File: src/rtl/rf_pkg.sv
// Shared register-file constants so decode, fetch and the register file agree on PC index and offsets.
// Optional write-to-read forwarding is enabled with the RF_BYPASS_EN macro (see rf_read_port).
package rf_pkg;

  localparam int RF_DATA_W      = 32;
  localparam int RF_ADDR_W      = 4;
  localparam int RF_NUM_REGS    = 2 ** RF_ADDR_W;
  localparam int RF_PC_IDX      = 15;
  localparam int RF_PC_STEP     = 4;
  localparam int RF_PC_READ_OFS = 8;

  localparam logic [RF_DATA_W-1:0] RF_RESET_PC = 32'h0000_0000;

  typedef logic [RF_DATA_W-1:0] rf_word_t;
  typedef logic [RF_ADDR_W-1:0] rf_idx_t;

endpackage

File: src/rtl/param_register_file_if.sv
// Register-file bus: decode-side indices and write data in, operands and fetch PC out.
// Signal names follow the processor's legacy register-file pinout.
interface param_register_file_if #(
  parameter int DATA_W = rf_pkg::RF_DATA_W,
  parameter int ADDR_W = rf_pkg::RF_ADDR_W
);

  logic [DATA_W-1:0] I;
  logic [ADDR_W-1:0] Rc;
  logic              LE;
  logic [ADDR_W-1:0] Ra;
  logic [ADDR_W-1:0] Rb;
  logic [ADDR_W-1:0] Rd;
  logic              PC_INC;
  logic [DATA_W-1:0] Y0;
  logic [DATA_W-1:0] Y1;
  logic [DATA_W-1:0] Y2;
  logic [DATA_W-1:0] PC;

  modport master (
    output I, Rc, LE, Ra, Rb, Rd, PC_INC,
    input  Y0, Y1, Y2, PC
  );

  modport slave (
    input  I, Rc, LE, Ra, Rb, Rd, PC_INC,
    output Y0, Y1, Y2, PC
  );

endinterface

File: src/rtl/rf_read_port.sv
// One combinational read port: index mux, PC read offset and, with RF_BYPASS_EN defined,
// same-cycle forwarding of the pending write data.
module rf_read_port #(
  parameter int                DATA_W      = rf_pkg::RF_DATA_W,
  parameter int                ADDR_W      = rf_pkg::RF_ADDR_W,
  parameter int                PC_IDX      = rf_pkg::RF_PC_IDX,
  parameter logic [DATA_W-1:0] PC_READ_OFS = DATA_W'(rf_pkg::RF_PC_READ_OFS)
) (
  input  logic [(2**ADDR_W)-1:0][DATA_W-1:0] regs,
  input  logic [ADDR_W-1:0]                  idx,
  input  logic                               wr_en,
  input  logic [ADDR_W-1:0]                  wr_idx,
  input  logic [DATA_W-1:0]                  wr_data,
  output logic [DATA_W-1:0]                  data
);

  localparam logic [ADDR_W-1:0] PC_SEL = ADDR_W'(PC_IDX);

  logic [DATA_W-1:0] stored;

`ifndef RF_BYPASS_EN
  logic unused_bypass;
  assign unused_bypass = ^{wr_en, wr_idx, wr_data};
`endif

  // NOTE: every variable driven here gets a default first, so no path leaves it unassigned
  // and no latch is inferred.
  always_comb begin
    stored = regs[idx];
`ifdef RF_BYPASS_EN
    if (wr_en && (idx == wr_idx)) stored = wr_data;
`endif
    data = (idx == PC_SEL) ? stored + PC_READ_OFS : stored;
  end

endmodule

File: src/rtl/param_register_file.sv
// NUM_REGS x DATA_W register file with three combinational read ports, one write port and a
// self-incrementing PC register. Define RF_BYPASS_EN for same-cycle write-to-read forwarding.
module param_register_file
  import rf_pkg::*;
#(
  parameter int                DATA_W      = RF_DATA_W,
  parameter int                ADDR_W      = RF_ADDR_W,
  parameter int                PC_IDX      = RF_PC_IDX,
  parameter logic [DATA_W-1:0] RESET_PC    = DATA_W'(RF_RESET_PC),
  parameter logic [DATA_W-1:0] PC_STEP     = DATA_W'(RF_PC_STEP),
  parameter logic [DATA_W-1:0] PC_READ_OFS = DATA_W'(RF_PC_READ_OFS)
) (
  input  logic                 clk,
  input  logic                 clr,
  param_register_file_if.slave bus
);

  localparam int                NUM_REGS = 2 ** ADDR_W;
  localparam logic [ADDR_W-1:0] PC_SEL   = ADDR_W'(PC_IDX);

  logic [NUM_REGS-1:0][DATA_W-1:0] regs;
  logic                            wr_en;
  logic                            pc_wr;

  assign wr_en = ~bus.LE;
  assign pc_wr = wr_en && (bus.Rc == PC_SEL);

  // NOTE: the whole array sits on the async reset because software relies on every register
  // reading 0 (and the PC reading RESET_PC) after clr; this forces flops rather than RAM.
  // NOTE: sequential state uses non-blocking assignments only, so all flops update together.
  always_ff @(posedge clk or negedge clr) begin
    if (!clr) begin
      regs         <= '0;
      regs[PC_SEL] <= RESET_PC;
    end else begin
      if (wr_en) regs[bus.Rc] <= bus.I;
      // A branch/load of the PC overrides the sequential fetch increment.
      if (!pc_wr && bus.PC_INC) regs[PC_SEL] <= regs[PC_SEL] + PC_STEP;
    end
  end

  assign bus.PC = regs[PC_SEL];

  rf_read_port #(
    .DATA_W(DATA_W), .ADDR_W(ADDR_W), .PC_IDX(PC_IDX), .PC_READ_OFS(PC_READ_OFS)
  ) u_rd0 (
    .regs(regs), .idx(bus.Ra), .wr_en(wr_en), .wr_idx(bus.Rc), .wr_data(bus.I), .data(bus.Y0)
  );

  rf_read_port #(
    .DATA_W(DATA_W), .ADDR_W(ADDR_W), .PC_IDX(PC_IDX), .PC_READ_OFS(PC_READ_OFS)
  ) u_rd1 (
    .regs(regs), .idx(bus.Rb), .wr_en(wr_en), .wr_idx(bus.Rc), .wr_data(bus.I), .data(bus.Y1)
  );

  rf_read_port #(
    .DATA_W(DATA_W), .ADDR_W(ADDR_W), .PC_IDX(PC_IDX), .PC_READ_OFS(PC_READ_OFS)
  ) u_rd2 (
    .regs(regs), .idx(bus.Rd), .wr_en(wr_en), .wr_idx(bus.Rc), .wr_data(bus.I), .data(bus.Y2)
  );

endmodule

File: src/flat_wrapper.sv
// flat-port wrapper written by rule: the top's interface ports become plain ports
module param_register_file_flat import rf_pkg::*;
#(
  parameter int                DATA_W      = RF_DATA_W,
  parameter int                ADDR_W      = RF_ADDR_W,
  parameter int                PC_IDX      = RF_PC_IDX,
  parameter logic [DATA_W-1:0] RESET_PC    = DATA_W'(RF_RESET_PC),
  parameter logic [DATA_W-1:0] PC_STEP     = DATA_W'(RF_PC_STEP),
  parameter logic [DATA_W-1:0] PC_READ_OFS = DATA_W'(RF_PC_READ_OFS)
)
  (clk, clr, bus_I, bus_Rc, bus_LE, bus_Ra, bus_Rb, bus_Rd, bus_PC_INC, bus_Y0, bus_Y1, bus_Y2, bus_PC);
  param_register_file_if #(.DATA_W(DATA_W), .ADDR_W(ADDR_W)) bus_i ();
  input  logic clk;
  input  logic clr;
  input wire logic [$bits(bus_i.I)-1:0] bus_I;
  input wire logic [$bits(bus_i.Rc)-1:0] bus_Rc;
  input wire logic [$bits(bus_i.LE)-1:0] bus_LE;
  input wire logic [$bits(bus_i.Ra)-1:0] bus_Ra;
  input wire logic [$bits(bus_i.Rb)-1:0] bus_Rb;
  input wire logic [$bits(bus_i.Rd)-1:0] bus_Rd;
  input wire logic [$bits(bus_i.PC_INC)-1:0] bus_PC_INC;
  output wire logic [$bits(bus_i.Y0)-1:0] bus_Y0;
  output wire logic [$bits(bus_i.Y1)-1:0] bus_Y1;
  output wire logic [$bits(bus_i.Y2)-1:0] bus_Y2;
  output wire logic [$bits(bus_i.PC)-1:0] bus_PC;
  assign bus_i.I = bus_I;
  assign bus_i.Rc = bus_Rc;
  assign bus_i.LE = bus_LE;
  assign bus_i.Ra = bus_Ra;
  assign bus_i.Rb = bus_Rb;
  assign bus_i.Rd = bus_Rd;
  assign bus_i.PC_INC = bus_PC_INC;
  assign bus_Y0 = bus_i.Y0;
  assign bus_Y1 = bus_i.Y1;
  assign bus_Y2 = bus_i.Y2;
  assign bus_PC = bus_i.PC;
  param_register_file #(.DATA_W(DATA_W), .ADDR_W(ADDR_W), .PC_IDX(PC_IDX), .RESET_PC(RESET_PC), .PC_STEP(PC_STEP), .PC_READ_OFS(PC_READ_OFS)) u_core (.clk(clk), .clr(clr), .bus(bus_i));
endmodule
File: config.mk
export PLATFORM = sky130hd
export DESIGN_NAME = param_register_file_flat
export DESIGN_NICKNAME = d
export VERILOG_FILES = /design/src/rtl/rf_pkg.sv /design/src/rtl/param_register_file_if.sv /design/src/rtl/rf_read_port.sv /design/src/rtl/param_register_file.sv /design/src/flat_wrapper.sv
export SDC_FILE = /design/constraint.sdc
export NUM_CORES = 1
export LEC_CHECK = 0
export BUFFER_PORTS_ARGS = -buffer_cell sky130_fd_sc_hd__buf_4
export CAP_MARGIN = 20
export CORE_MARGIN = 1
export CORE_UTILIZATION = 57
export CTS_CLUSTER_DIAMETER = 60
export DETAILED_ROUTE_END_ITERATION = 12
export PLACE_DENSITY_LB_ADDON = 0.08
export SYNTH_ARGS = -nofsm -noshare
export SYNTH_HDL_FRONTEND = slang
export SYNTH_SLANG_ARGS = --single-unit
File: constraint.sdc
create_clock -name clk -period 4.4 [get_ports clk]
set_input_delay 0.44 -clock clk [delete_from_list [all_inputs] [get_ports clk]]
set_output_delay 0.44 -clock clk [all_outputs]
set_load 0.01 [all_outputs]
# Word level (Yosys, flattened, before mapping)
# Cells that the tools add are included.
# W data, S select, Z words.
# word_totals
ff_bits	512
input_bits	52
# classes
add_sub_neg	4
order_cmp	5
n_eq_ne	5
mux	14
n_bitwise	1
reduce_logical	4
# ops
operator	count
$bwmux W512	1
$mux W512	1
$bmux W32 S4	3
$mux W32	8
$demux W32 S4	1
$add A32 B4 Y32 const B	3
$add A32 B3 Y32 const B	1
$lt A4 B5 Y1 const B	4
$eq A4 B4 Y1 const B	4
$ge A4 B1 Y1 const B	1
$logic_and A1 B1 Y1	3
$ne A2 B1 Y1 const B	1
$logic_not A1 Y1	1
$not A1 Y1	1

# Logic depth before layout (Yosys ltp)
# depth
ltp_word	7
ltp_mapped	17
depth_no_buf	11

# Modules after synthesis
# From an unflattened synthesis, not the netlist that was laid out.
# hier_totals
cells_unflattened	2495
area_unflattened_um2	34454.3
# modules_own_cells
mod	n_inst	cells_per_inst	area_per_inst_um2
param_register_file	1	1307	19939.1
rf_read_port	3	396	4838.4

# Least setup slack after synthesis
# Ideal clock, no wire load.
# synth_path
path_kind	input to output
start	input port bus_Rd[0]
end	output port bus_Y2[31]
t_arrival_ns	3.992
t_required_ns	3.960
path_slack_ns	-0.032
path_stages	17
cell_sequence	buf_6 -> buf_12 -> buf_12 -> buf_6 -> buf_12 -> buf_4 -> buf_2 -> buf_2 -> a211oi_1 -> a21oi_1 -> ha_1 -> and3_2 -> and4_4 -> nand3_1 -> or4_4 -> or4_4 -> xnor2_2
# synth_via
elab_chain_len	4
elab_cells_between_ends	5
cone_classes	1 x add/sub; 1 x eq/ne; 3 x mux
# synth_lines
element	line_no	source
start: declaration	flat_wrapper.sv:20	input wire logic [$bits(bus_i.Rd)-1:0] bus_Rd;
$bmux W32 S4	rf_read_port.sv:29	stored = regs[idx];
$mux W32 (implied by the code)	rf_read_port.sv:29	
$add A32 B4 Y32	rf_read_port.sv:33	data = (idx == PC_SEL) ? stored + PC_READ_OFS : stored;
$mux W32 (*)	rf_read_port.sv:33	
end: declaration	flat_wrapper.sv:24	output wire logic [$bits(bus_i.Y2)-1:0] bus_Y2;
# Every way passes the cells marked *; elsewhere a longest branch is shown, timed or not. The select of a mux whose other input is x is not followed.

# Worst setup path in the final report
# layout_path
start	register u_core.regs[4] (netlist name)
end	output port bus_Y2[31]
# layout_via
elab_chain_len	4
# layout_lines
element	line_no	source
start: declaration	param_register_file.sv:21	logic [NUM_REGS-1:0][DATA_W-1:0] regs;
start signal: indexed assignment	param_register_file.sv:36	if (wr_en) regs[bus.Rc] <= bus.I;
start signal: indexed assignment	param_register_file.sv:38	if (!pc_wr && bus.PC_INC) regs[PC_SEL] <= regs[PC_SEL] + PC_STEP;
$bmux W32 S4	rf_read_port.sv:29	
$mux W32 (implied by the code)	rf_read_port.sv:29	
$add A32 B4 Y32	rf_read_port.sv:33	
$mux W32	rf_read_port.sv:33	
# No other way between the ends. The select of a mux whose other input is x is not followed.

==> impl_metrics.toml <==
[route]
avgRoutedWirePerCell_um = 32.9
drcViolationCount = 0
routed_via_density = 7.29
ant_nets = 0
drt_iter0_markers = 2466
vias = 23739
routed_wl_um = 107000
first_pass_iters = 8

[placement]
io_buffers = 179
globalplace.congestion = 0.900
dp_hpwl_um = 68600

[timing]
fmax_ghz = 0.231
worst_hold_slack_ps = 149
finalClockSkew_ps = 18.0
period_minus_slack_ps = 4320
drv_slew = 0
setup_viol_count_final = 0
period_share_pct = 98.2
tns_ps = 0
worst_slew_pin_slew_ps = 974
slew_headroom_pct = 35.1
hold_viol = 0

[grt]
grt_usage_pct = 36.4
grt_start_max_net_pins = 111
grt_pass1_wl_um = 161000
grt_pass1_vias = 23994
antenna_found_initial = 1
grt-ovfl-total = 0

[job]
drv_cap = 0

[synth]
synth_compound_area_share_pct = 3.43
synth_edf_count = 0
synthArstFlopShare_pct = 100
synthDistinctLibCells = 78
ys_top_cells_by_count = "dfrtp_1 (512), mux2_2 (501), mux4_2 (359), nand2_1 (92), nor2_1 (72)"
synth_nets = 2396
ys_seq_area_share_pct = 37.9
synthSimpleGateAreaFrac_pct = 5.51
ys_seq_elements = 512
yosys_warnings = 0
synth_top_family_by_area = "multiplexers"
yosys-top-cells-area = "dfrtp_1 (38%), mux4_2 (24%), mux2_2 (17%)"
synth_area_per_cell_sq_um = 14.5
syn_area_sq_um = 33800
synth_top_flop_cell = "dfrtp_1"
synth_top_area_cell = "dfrtp_1"
muxShareOfSynthArea_pct = 45.5
synthAdderAreaFrac_pct = 0.148
netlist_instances = 2340
yosys.cell_count.top_type = "dfrtp_1"
synth_xor_area_share_pct = 2.87
synth_top_area_share_pct = 37.9

[power_and_ir_drop]
cellPowerDensity_nw_per_um2 = 470
vdd_drop_max_mv = 0.383
p_leak_uw = 0.0154

[setup_path]
cp-end-kind = "output pin"
path_max_fanout = 4
start_kind = "flop"
cp.arrival_ps = 3880
crit_type = "reg2out"
worstPathRequired_ps = 3960

[cts]
worstSkewPairLatency_ps = 630
max-clock-path-buffers = 3
htreeDepth = 2
cts-buffers-inserted = 59
tritoncts = "yes"
ctsRootBufferMaster = "clkbuf_16"
clk_pin_slew_ps = 60
clock_sinks = 512

[final_layout]
drive_gt1_share_pct = 52.5
layout.nets = 2501
area_growth_pct = 11.1

[floorplan]
fp-row-count = 88
initial_core_util_pct = 58.2
core_region_area_sq_um = 58100
die_w_um = 246
die_h_um = 246
io_pins = 180
die_area_sq_um = 60400

[min_path]
hp-class = "in2reg"

[run_status]
status = "complete, no violations"
[kinds of logic (layout without fill, tap and decap cells)]
| logic type | after synthesis | in the layout |
|---|---|---|
| mux | 950 | 950 |
| fa+ha+maj | 4 | 4 |
| other cells | 0 | 1 |
| buf+inv | 252 | 403 |
| simple gates | 344 | 344 |
| flops | 512 | 512 |
| xor+xnor | 110 | 110 |
| compound gates | 168 | 168 |
[sequential cells by signal (all words and copies together) (netlist names)]
signal	flops
u_core.bus.PC	32
u_core.regs	480
[report_power, final]
group | internal [uW] | switching [uW]
sequential | 5840 | 1260
clock | 2890 | 2040
combinational | 3320 | 2330
[repair_timing]
| item | 4_1_cts | 5_1_grt |
|---|---|---|
| hold endpoints to repair | 101 | 0 |
| endpoints found under the setup margin | 1 | 6 |
| resized for setup | 1 | 3 |
| hold buffers | 1 | 0 |
| buffers inserted | 0 | 2 |
| pin swaps | 0 | 2 |
[metal layers]
metal,share of wire [%],track usage [%]
met5,0,0
met4,5.1,16.9
met3,9.6,8.11
met2,46,54.8
met1,39,50.7
[area by class of cell]
cell class | instances | area, sq um
diodes | 1 | 2.50
multi-input cells | 1576 | 19500
well taps | 765 | 957
fillers | 4227 | 20500
repair buffers | 290 | 2370
clock buffers | 83 | 1690
clock inverters | 24 | 239
inverters | 6 | 36.3
flip-flops and latches | 512 | 12800
[path summary, 6_finish.rpt]
| path | to | cells after the start | start | slack, ps |
|---|---|---|---|---|
| min in group asynchronous | u_core.regs[385]$_DFFE_PN0P_ | 2 | clr | 480 |
| worst max-delay path | bus_Y2[31] | 12 | u_core.regs[4]$_DFFE_PN0P_ | 80 |
| worst max register to register | u_core.bus.PC[31]$_DFFE_PN0P_ | 8 | u_core.bus.PC[12]$_DFFE_PN0P_ | 1140 |
| worst min register to register | u_core.regs[216]$_DFFE_PN0P_ | 1 | u_core.regs[216]$_DFFE_PN0P_ | 550 |
| worst min-delay path | u_core.bus.PC[2]$_DFFE_PN0P_ | 3 | bus_PC_INC | 150 |
| max in group asynchronous | u_core.regs[335]$_DFFE_PN0P_ | 3 | clr | 2830 |
[placed cells by master (no fill, tap or decap), types with 7 or more instances in the layout]
master | synthesis | layout
a211oi_1 | 10 | 10
a21oi_1 | 48 | 47
a221oi_1 | 12 | 12
a22o_1 | 14 | 14
a22oi_1 | 49 | 49
and2_1 | 15 | 13
and3_1 | 12 | 9
and4_1 | 7 | 7
buf_12 | 10 | 13
buf_4 | 61 | 269
clkbuf_1 | 62 | 12
clkbuf_16 | 0 | 59
clkbuf_8 | 2 | 13
clkinv_2 | 0 | 15
dfrtp_1 | 512 | 511
mux2_2 | 501 | 501
mux2i_1 | 41 | 41
mux4_1 | 44 | 44
mux4_2 | 359 | 359
nand2_1 | 92 | 82
nand2_2 | 4 | 12
nand2b_1 | 7 | 7
nand3_1 | 40 | 37
nand4_1 | 17 | 17
nor2_1 | 72 | 72
nor2b_1 | 18 | 16
nor3_1 | 12 | 12
nor4_1 | 9 | 9
o21ai_0 | 11 | 11
o22ai_1 | 12 | 12
xnor2_1 | 59 | 59
xor2_1 | 50 | 50
[worst max-delay path, stage by stage, from the launching register on]
cell and delay, ps:
dfrtp_1 420, mux4_2 250, nor2b_1 130, a211oi_1 70, a21oi_1 170, ha_1 170
and3_2 190, and4_4 270, nand3_2 120, or4_4 630, or4_4 530, xnor2_2 160
buf_4 140
[metrics by stage]
stage	area [sq um]	std cells	setup WS (ps)	util, %	power (uW)
after floorplan	33900	2340	60.8	-	10800
after global placement	35600	3146	351	61.3	12500
after detailed placement	35600	3146	325	61.3	12700
after CTS	37600	3254	2.63	64.7	17700
after global routing	37600	3257	-4.12	64.7	18400
final	37600	3257	79.4	64.7	17700
(Power assumes the default switching activity.)
